[config.mk]
export PLATFORM = sky130hd
export DESIGN_NAME = self_datapath
export DESIGN_NICKNAME = d
export VERILOG_FILES = /design/src/rtl/self_pkg.sv /design/src/rtl/self_bullet_tick.sv /design/src/rtl/self_datapath.sv
export SDC_FILE = /design/constraint.sdc
export NUM_CORES = 1
export LEC_CHECK = 0
export CAP_MARGIN = 5
export CORE_ASPECT_RATIO = 1.5
export CORE_UTILIZATION = 33
export CTS_CLUSTER_SIZE = 12
export DETAILED_ROUTE_END_ITERATION = 8
export GPL_ROUTABILITY_DRIVEN = 0
export GPL_TIMING_DRIVEN = 0
export PLACE_DENSITY_LB_ADDON = 0.3
export SYNTH_ARGS = -nofsm -noshare
export SYNTH_HDL_FRONTEND = slang
export SYNTH_SLANG_ARGS = --single-unit
[constraint.sdc]
create_clock -name clk -period 2.7 [get_ports clk]
set_input_delay 0.54 -clock clk [delete_from_list [all_inputs] [get_ports clk]]
set_output_delay 0.54 -clock clk [all_outputs]
set_load 0.05 [all_outputs]
[src/rtl/self_pkg.sv]
// Shared definitions for the player-ship pixel engine: op encodings,
// default geometry/timing values, colours, state type and the x clamp helper.
package self_pkg;

  localparam logic [1:0] OP_DRAW  = 2'b00;
  localparam logic [1:0] OP_ERASE = 2'b01;
  localparam logic [1:0] OP_FIRE  = 2'b10;

  localparam int SHIP_W_DEF     = 10;
  localparam int SHIP_H_DEF     = 8;
  localparam int SHIP_Y_DEF     = 100;
  localparam int SCREEN_W_DEF   = 160;
  localparam int BULLET_DIV_DEF = 2500000;

  localparam logic [2:0] COLOUR_BLACK  = 3'b000;
  localparam logic [2:0] SHIP_COLOUR   = 3'b010;
  localparam logic [2:0] BULLET_COLOUR = 3'b111;

  typedef enum logic [2:0] {
    S_IDLE,
    S_SHIP,
    S_DONE,
    S_B_ERASE,
    S_B_DRAW
  } state_t;

  function automatic logic [7:0] clamp_x(input logic [7:0] x_in, input logic [7:0] x_max);
    return (x_in > x_max) ? x_max : x_in;
  endfunction

endpackage

[src/rtl/self_bullet_tick.sv]
// Bullet pacing: free-running divider that raises a sticky step request on
// each wrap while a bullet is live. A clear consumes the request; when a clear
// and a wrap coincide the clear wins, so back-to-back ticks fold into one step.
module self_bullet_tick
  import self_pkg::*;
#(
  parameter int DIV = BULLET_DIV_DEF
) (
  input  logic clk,
  input  logic reset,
  input  logic enable,
  input  logic clear,
  output logic pending
);

  localparam int CW = (DIV > 1) ? $clog2(DIV) : 1;

  logic [CW-1:0] count;
  logic          wrap;

  assign wrap = (count == CW'(DIV - 1));

  // Divider counts 0..DIV-1 continuously, independent of bullet activity.
  always_ff @(posedge clk) begin
    if (reset) begin
      count <= '0;
    end else if (wrap) begin
      count <= '0;
    end else begin
      count <= count + CW'(1);
    end
  end

  // Step request is set by a wrap only while a bullet exists and held until consumed.
  always_ff @(posedge clk) begin
    if (reset) begin
      pending <= 1'b0;
    end else if (clear) begin
      pending <= 1'b0;
    end else if (wrap && enable) begin
      pending <= 1'b1;
    end
  end

endmodule

[src/rtl/self_datapath.sv]
// Player-ship pixel engine: rasterises the ship sprite (draw or erase) one
// pixel per cycle and moves a single upward bullet one row per tick step.
// Ship commands always take priority over bullet steps.
module self_datapath
  import self_pkg::*;
#(
  parameter int         SHIP_W        = SHIP_W_DEF,
  parameter int         SHIP_H        = SHIP_H_DEF,
  parameter int         SHIP_Y        = SHIP_Y_DEF,
  parameter int         SCREEN_W      = SCREEN_W_DEF,
  parameter int         BULLET_DIV    = BULLET_DIV_DEF,
  parameter logic [2:0] SHIP_COL      = SHIP_COLOUR,
  parameter logic [2:0] BULLET_COL    = BULLET_COLOUR
) (
  input  logic       clk,
  input  logic       reset,
  input  logic       self_enable,
  input  logic [1:0] op,
  input  logic [7:0] x,
  output logic [7:0] vga_x,
  output logic [6:0] vga_y,
  output logic [2:0] colour,
  output logic       plot,
  output logic       busy,
  output logic       done,
  output logic       bullet_live
);

  localparam logic [7:0] X_MAX    = 8'(SCREEN_W - SHIP_W);
  localparam logic [7:0] COL_LAST = 8'(SHIP_W - 1);
  localparam logic [6:0] ROW_LAST = 7'(SHIP_H - 1);
  localparam logic [6:0] TOP_ROW  = 7'(SHIP_Y);
  localparam logic [7:0] BX_OFF   = 8'(SHIP_W / 2);
  localparam logic [6:0] BY_START = 7'(SHIP_Y - 1);

  state_t     state;
  state_t     state_next;
  logic [1:0] op_l;
  logic [7:0] xl;
  logic [7:0] col;
  logic [6:0] row;
  logic [7:0] bx;
  logic [6:0] by;
  logic       pending_step;
  logic       step_clear;
  logic       ship_last;

  assign ship_last = (col == COL_LAST) && (row == ROW_LAST);

  self_bullet_tick #(
    .DIV (BULLET_DIV)
  ) u_tick (
    .clk     (clk),
    .reset   (reset),
    .enable  (bullet_live),
    .clear   (step_clear),
    .pending (pending_step)
  );

  // State register; reset aborts any draw or bullet step immediately.
  always_ff @(posedge clk) begin
    if (reset) begin
      state <= S_IDLE;
    end else begin
      state <= state_next;
    end
  end

  // Next-state selection and pixel outputs decoded from the current state and counters.
  always_comb begin
    state_next = state;
    vga_x      = 8'd0;
    vga_y      = 7'd0;
    colour     = COLOUR_BLACK;
    plot       = 1'b0;
    busy       = 1'b0;
    done       = 1'b0;
    step_clear = 1'b0;
    case (state)
      S_IDLE: begin
        if (self_enable) begin
          state_next = S_SHIP;
        end else if (pending_step && bullet_live) begin
          state_next = S_B_ERASE;
        end
      end
      S_SHIP: begin
        vga_x  = xl + col;
        vga_y  = TOP_ROW + row;
        colour = (op_l == OP_ERASE) ? COLOUR_BLACK : SHIP_COL;
        plot   = 1'b1;
        busy   = 1'b1;
        if (ship_last) begin
          state_next = S_DONE;
        end
      end
      S_DONE: begin
        busy       = 1'b1;
        done       = 1'b1;
        state_next = S_IDLE;
      end
      S_B_ERASE: begin
        vga_x  = bx;
        vga_y  = by;
        colour = COLOUR_BLACK;
        plot   = 1'b1;
        if (by == 7'd0) begin
          step_clear = 1'b1;
          state_next = S_IDLE;
        end else begin
          state_next = S_B_DRAW;
        end
      end
      S_B_DRAW: begin
        vga_x      = bx;
        vga_y      = by;
        colour     = BULLET_COL;
        plot       = 1'b1;
        step_clear = 1'b1;
        state_next = S_IDLE;
      end
      default: begin
        state_next = S_IDLE;
      end
    endcase
  end

  // Command latch, raster counters and bullet position, each updated by the state it belongs to.
  always_ff @(posedge clk) begin
    if (reset) begin
      op_l        <= OP_DRAW;
      xl          <= 8'd0;
      col         <= 8'd0;
      row         <= 7'd0;
      bx          <= 8'd0;
      by          <= 7'd0;
      bullet_live <= 1'b0;
    end else begin
      case (state)
        S_IDLE: begin
          if (self_enable) begin
            op_l <= op;
            xl   <= clamp_x(x, X_MAX);
            col  <= 8'd0;
            row  <= 7'd0;
          end
        end
        S_SHIP: begin
          if (col == COL_LAST) begin
            col <= 8'd0;
            row <= row + 7'd1;
          end else begin
            col <= col + 8'd1;
          end
        end
        S_DONE: begin
          if ((op_l == OP_FIRE) && !bullet_live) begin
            bullet_live <= 1'b1;
            bx          <= xl + BX_OFF;
            by          <= BY_START;
          end
        end
        S_B_ERASE: begin
          if (by == 7'd0) begin
            bullet_live <= 1'b0;
          end else begin
            by <= by - 7'd1;
          end
        end
        default: begin
        end
      endcase
    end
  end

endmodule
==> impl_metrics.py <==
metrics = {
    "outcome": {
        "status": "finished with violations",
        "violations": "negative setup slack",
    },
    "logic_synthesis": {
        "netlist_top_cells_area": "dfxtp_1 (38%), nor2_1 (6.2%), xor2_1 (5.9%), ha_1 (5.3%), nand2_1 (4.9%)",
        "synth_top_area_cell": "dfxtp_1",
        "synth_ff_type": "dfxtp_1",
        "synth_warnings": 0,
        "seq_area_frac_synth": 0.376,
        "yosys.cell_types.count": 60,
        "synth_area_um2": 3570,
        "syn_inst": 434,
        "syn_avg_cell_area_um2": 8.22,
        "async_reset_ff_frac": 0,
        "synth_edf_count": 0,
        "ys_seq_elements": 67,
        "syn-num-nets": 463,
        "synth_top_area_frac": 0.376,
    },
    "drt": {
        "dr_total_vias": 3317,
        "drc_errors": 0,
        "routedWlPerCell_um": 15.3,
        "dr.pass1.iters": 4,
        "via_per_inst": 5.26,
        "wirelength_um": 9640,
        "postRouteAntennaNets": 0,
        "drt_iter0_drc": 174,
    },
    "worst_setup_path": {
        "r2r_start": "col[1]",
        "path_max_fanout": 6,
        "path_class": "reg2out",
        "worstRegToRegCells": 6,
        "cp-start-kind": "flop",
        "crit_arrival_ps": 2230,
        "cp-end-kind": "output pin",
        "crit_end": "vga_x[6]",
        "r2r_slack_ps": 750,
        "startpoint": "col[0]",
        "r2r_end": "col[2]",
        "worstPathRequired_ps": 2160,
    },
    "final_layout": {
        "diodes": 0,
        "final_cell_mix": "dfxtp_1 (61), nor2_1 (58), nand2_1 (45)",
        "num-nets-final": 511,
        "fillers": 1048,
        "finish.utilization": 0.428,
        "area_delta_synth_final_pct": 26.3,
        "drive_gt1_frac": 0.168,
        "mostFrequentLayoutCell": "dfxtp_1",
    },
    "timing": {
        "skew_ps": 8.08,
        "relSlewSlack": 0.582,
        "slew_viol_final": 0,
        "fmax_mhz": 361,
        "layout_min_cycle_time_ps": 2770,
        "setup_ws_ps": -70.3,
        "period_share": 1.03,
        "setup_viol": 1,
        "hold_viol": 0,
        "worst_pin_slew_ps": 622,
        "rsz0062_at_grt": "true",
    },
    "floorplan": {
        "fp.dieW_um": 86.9,
        "num_rows": 46,
        "die_h_um": 129,
        "ioPinCount": 35,
        "dieArea_um2": 11200,
        "initial_core_util": 0.339,
        "core_um2": 10500,
    },
    "global_routing": {
        "grt_pass1_vias": 3114,
        "overflow": 0,
        "grt_pass1_wl_um": 15400,
        "grtUsageMet3": 0.0414,
        "grt_use_met2": 0.306,
        "grt_usage": 0.180,
        "use_met1": 0.212,
        "antenna_found_initial": 0,
        "grt_max_degree": 13,
        "top_usage_layer": "met2",
    },
    "cts": {
        "numCtsBuffers": 9,
        "cts_tree": "done",
        "clkTransAtPathRegs_ps": 60,
        "cts-root-buf": "clkbuf_16",
        "clkLatencyLatePin_ps": 340,
        "cts_num_sinks": 67,
        "ctsHtreeMaxLevel": 3,
        "cts_max_path_buffers": 2,
    },
    "power": {
        "power_mw": 2.60,
        "p_per_area_nw_per_um2": 578,
        "p_leak_nw": 1.67,
        "vdd_drop_max_mv": 0.360,
    },
    "worst_hold_path": {
        "hold_path_depth": 2,
        "worstHoldPathType": "reg2reg",
    },
    "placement": {
        "hpwlAfterDp_um": 7020,
        "portBuffers": 34,
    },
    "run": {
        "drv_cap": 0,
    },
}
[routing by layer]
metal / share of wire / wire length, µm / vias up
li1: - / - / 1632
met1: 0.42 / 4050 / 1587
met2: 0.50 / 4820 / 83
met3: 0.053 / 514 / 15
met4: 0.027 / 258 / 0
met5: 0 / 0 / -
[worst max-delay path, cell delays in order, from the launching register on]
cell and delay, ps:
dfxtp_4 360, ha_4 170, inv_2 60, fa_2 220
nor2b_2 50, o21ai_2 190, a21oi_2 90, or3_1 310
a32o_2 290, buf_6 150
[synth_stat cells, types with 8 or more instances]
cell	count
ha_1	15
a21oi_1	25
nand3_1	29
dfxtp_1	67
clkbuf_1	10
inv_1	10
o21ai_0	22
xnor2_1	17
nor2_1	59
nand4_1	8
nor3_1	10
xor2_1	24
nand2_1	47
a211oi_1	9
[layout make-up]
class	instances	area, µm²	area share
inverters	11	41.3	0.00917
multi-input cells	340	2190	0.487
well taps	144	180	0.0400
flip-flops and latches	67	1350	0.301
plain buffers	16	85.1	0.0189
clock inverters	7	116	0.0258
clock buffers	9	225	0.0500
repair buffers	37	309	0.0686
[stage by stage]
stage | setup slack [ps] | hold WS, ps | setup TNS (ps) | std cells | instance area (µm²)
4_1_cts | -52.8 | 463 | -52.8 | 628 | 4480
3_3_place_gp | -544 | 440 | -5840 | 612 | 4090
3_5_place_dp | -570 | 449 | -5830 | 612 | 4090
5_1_grt | -118 | 474 | -162 | 631 | 4500
6_report | -70.3 | 465 | -70.3 | 631 | 4500
2_1_floorplan | 25.8 | 432 | 0 | 434 | 3570
[power by group]
group / leakage (nW) / switching, mW / internal (mW) / total (mW)
registers: 0.545 / 0.0221 / 1.00 / 1.03
clock network: 0.165 / 0.456 / 0.900 / 1.36
logic: 0.958 / 0.140 / 0.0800 / 0.220
total: 1.67 / 0.618 / 1.98 / 2.60
[worst min-delay path by stage]
stage	endpoint	slack [ps]	start
after floorplan	bx[3]	430	bx[3]
after global placement	bx[3]	440	bx[3]
after detailed placement	bx[3]	450	bx[3]
after CTS	bx[1]	460	bx[1]
after global routing	bx[2]	470	bx[2]
final	bx[1]	460	bx[1]
[timing repair]
action,CTS,global route
setup buffers,0,3
pin swaps,2,3
endpoints found under the setup margin,19,15
hold buffers,0,0
gates resized for setup,109,19
[state kept, by name (all words and copies together) (netlist names)]
register,flops
u_tick.pending,1
row,7
u_tick.count,22
bx,8
op_l,2
col,8
xl,8
bullet_live,1
state,3
by,7
[cell families after synthesis]
group | count (synthesis) | synth area share
and+or+nand+nor | 201 | 0.282
AOI/OAI and AO/OA | 81 | 0.146
DFF | 67 | 0.376
xor gates and xnor gates | 41 | 0.101
buffers and inverters | 27 | 0.0337
adders and majority gates | 16 | 0.0582
muxes | 1 | 0.00281
No activity file was read; power rests on OpenSTA's default activity.
==> RTL edit: new RTL, config.mk and constraints unchanged <==
The 5 states of `state_t` get a one-hot encoding in 5 bits.
--- a/src/rtl/self_pkg.sv
+++ b/src/rtl/self_pkg.sv
@@ -16,12 +16,12 @@
   localparam logic [2:0] SHIP_COLOUR   = 3'b010;
   localparam logic [2:0] BULLET_COLOUR = 3'b111;
 
-  typedef enum logic [2:0] {
-    S_IDLE,
-    S_SHIP,
-    S_DONE,
-    S_B_ERASE,
-    S_B_DRAW
+  typedef enum logic [4:0] {
+    S_IDLE    = 5'b00001,
+    S_SHIP    = 5'b00010,
+    S_DONE    = 5'b00100,
+    S_B_ERASE = 5'b01000,
+    S_B_DRAW  = 5'b10000
   } state_t;
 
   function automatic logic [7:0] clamp_x(input logic [7:0] x_in, input logic [7:0] x_max);
Check against the original RTL: no difference found for any inputs over 10 cycles, from zero or initial values and one cycle with reset high; not proved beyond that.
==> RTL edit against the unedited design <==
The flow still finishes with violations (setup timing). Setup slack worse by 0.093 ns. Power decreased by 1.8%. Area after synthesis up 4.6%. Final area grew 2.6%. Sequential cell count grew 2. Non-clock buffer count rose by 7. Critical path depth unchanged. Wire length rose by 7.8%.
==> RTL edit: results (changes against the unedited design) <==
* Post-synthesis compound-gate area fraction at 16.6% (was 14.6%)
* Detailed Place HPWL at 7410 um (was 7020 um)
* Gr usage total at 19.2% (was 18.0%)
* Vias in the first global route at 3531 (was 3114)
* PwrDens at 553 mW/mm2 (was 578 mW/mm2)
* Fraction of area in registers at 30.2% (was 30.1%)
* FILL cells at 1125 (was 1048)
* Worst Setup SP: xl[0]$_SDFFE_PP0P_ (was col[0]$_SDFFE_PP0P_)
* Clock power frac at 47.2% (was 52.1%)
* FF-to-FF Start: col[0]$_SDFFE_PP0P_ (was col[1]$_SDFFE_PP0P_)
* Clk_skew at 0.00751 ns (was 0.00808 ns)
* Failing checks: setup timing (unchanged)
* Number of I/O port buffers at 33 (was 34)
* Maximum number of pins on one net before global-route repair at 14 (was 13)
* Placed Area at 0.00425 mm2 (was 0.00409 mm2)
* Syn nets at 490 (was 463)
* Final setup viols at 3 (was 1)
* Nets@finish at 540 (was 511)
* Non-CTS buffers at 60 (was 53)
* Netlist Area Pre-Place at 0.00373 mm2 (was 0.00357 mm2)
* Relative slew slack at 35.8% (was 58.2%)
* Fraction of area in non-clock buffers at 9.26% (was 8.75%)
* Wire length on met3 at 324 um (was 514 um)
* Seq pwr at 1.07 mW (was 1.03 mW)
* DP Worst Slack at -0.792 ns (was -0.570 ns)
* Vias per cell at 5.25 (was 5.26)
* Grt met2 use at 34.0% (was 30.6%)
* Metal2 WL at 5420 um (was 4820 um)
* Area of the multi-input gates at 0.00228 mm2 (was 0.00219 mm2)
* Psw at 692 uW (was 618 uW)
* Peak VDD IR at 0.291 mV (was 0.360 mV)
* Setup WS post-layout at -0.163 ns (was -0.0703 ns)
* Synth top cells by count: dfxtp_1 (69), nor2_1 (63), nand2_1 (57), a21oi_1 (31), nand3_1 (25) (was dfxtp_1 (67), nor2_1 (59), nand2_1 (47), nand3_1 (29), a21oi_1 (25))
* Status: complete, but fails checks (unchanged)
* CP peak stage delay at 0.38 ns (was 0.36 ns)
* Worst Reg-to-Reg Cells at 7 (was 6)
* Mux share of post-synthesis cell area at 0.536% (was 0.281%)
RTL edit: worst min path at each step:
| stage | start | end | cells after the start |
|---|---|---|---|
| 5_1_grt | bx[2]$_SDFFE_PP0P_ | bx[2]$_SDFFE_PP0P_ | 2 |
| 2_1_floorplan | u_tick.count[0]$_SDFF_PP0_ | u_tick.count[0]$_SDFF_PP0_ | 1 |
| 3_5_place_dp | bx[1]$_SDFFE_PP0P_ | bx[1]$_SDFFE_PP0P_ | 2 |
| 4_1_cts | bx[1]$_SDFFE_PP0P_ | bx[1]$_SDFFE_PP0P_ | 2 |
| 3_3_place_gp | bx[2]$_SDFFE_PP0P_ | bx[2]$_SDFFE_PP0P_ | 2 |
| 6_report | bx[1]$_SDFFE_PP0P_ | bx[1]$_SDFFE_PP0P_ | 2 |
RTL edit: timing repair:
item / 4_1_cts / 5_1_grt
buffers inserted: 6 / 2
pin swaps: 5 / 2
endpoints found under the setup margin: 18 / 20
gates resized for setup: 114 / 12
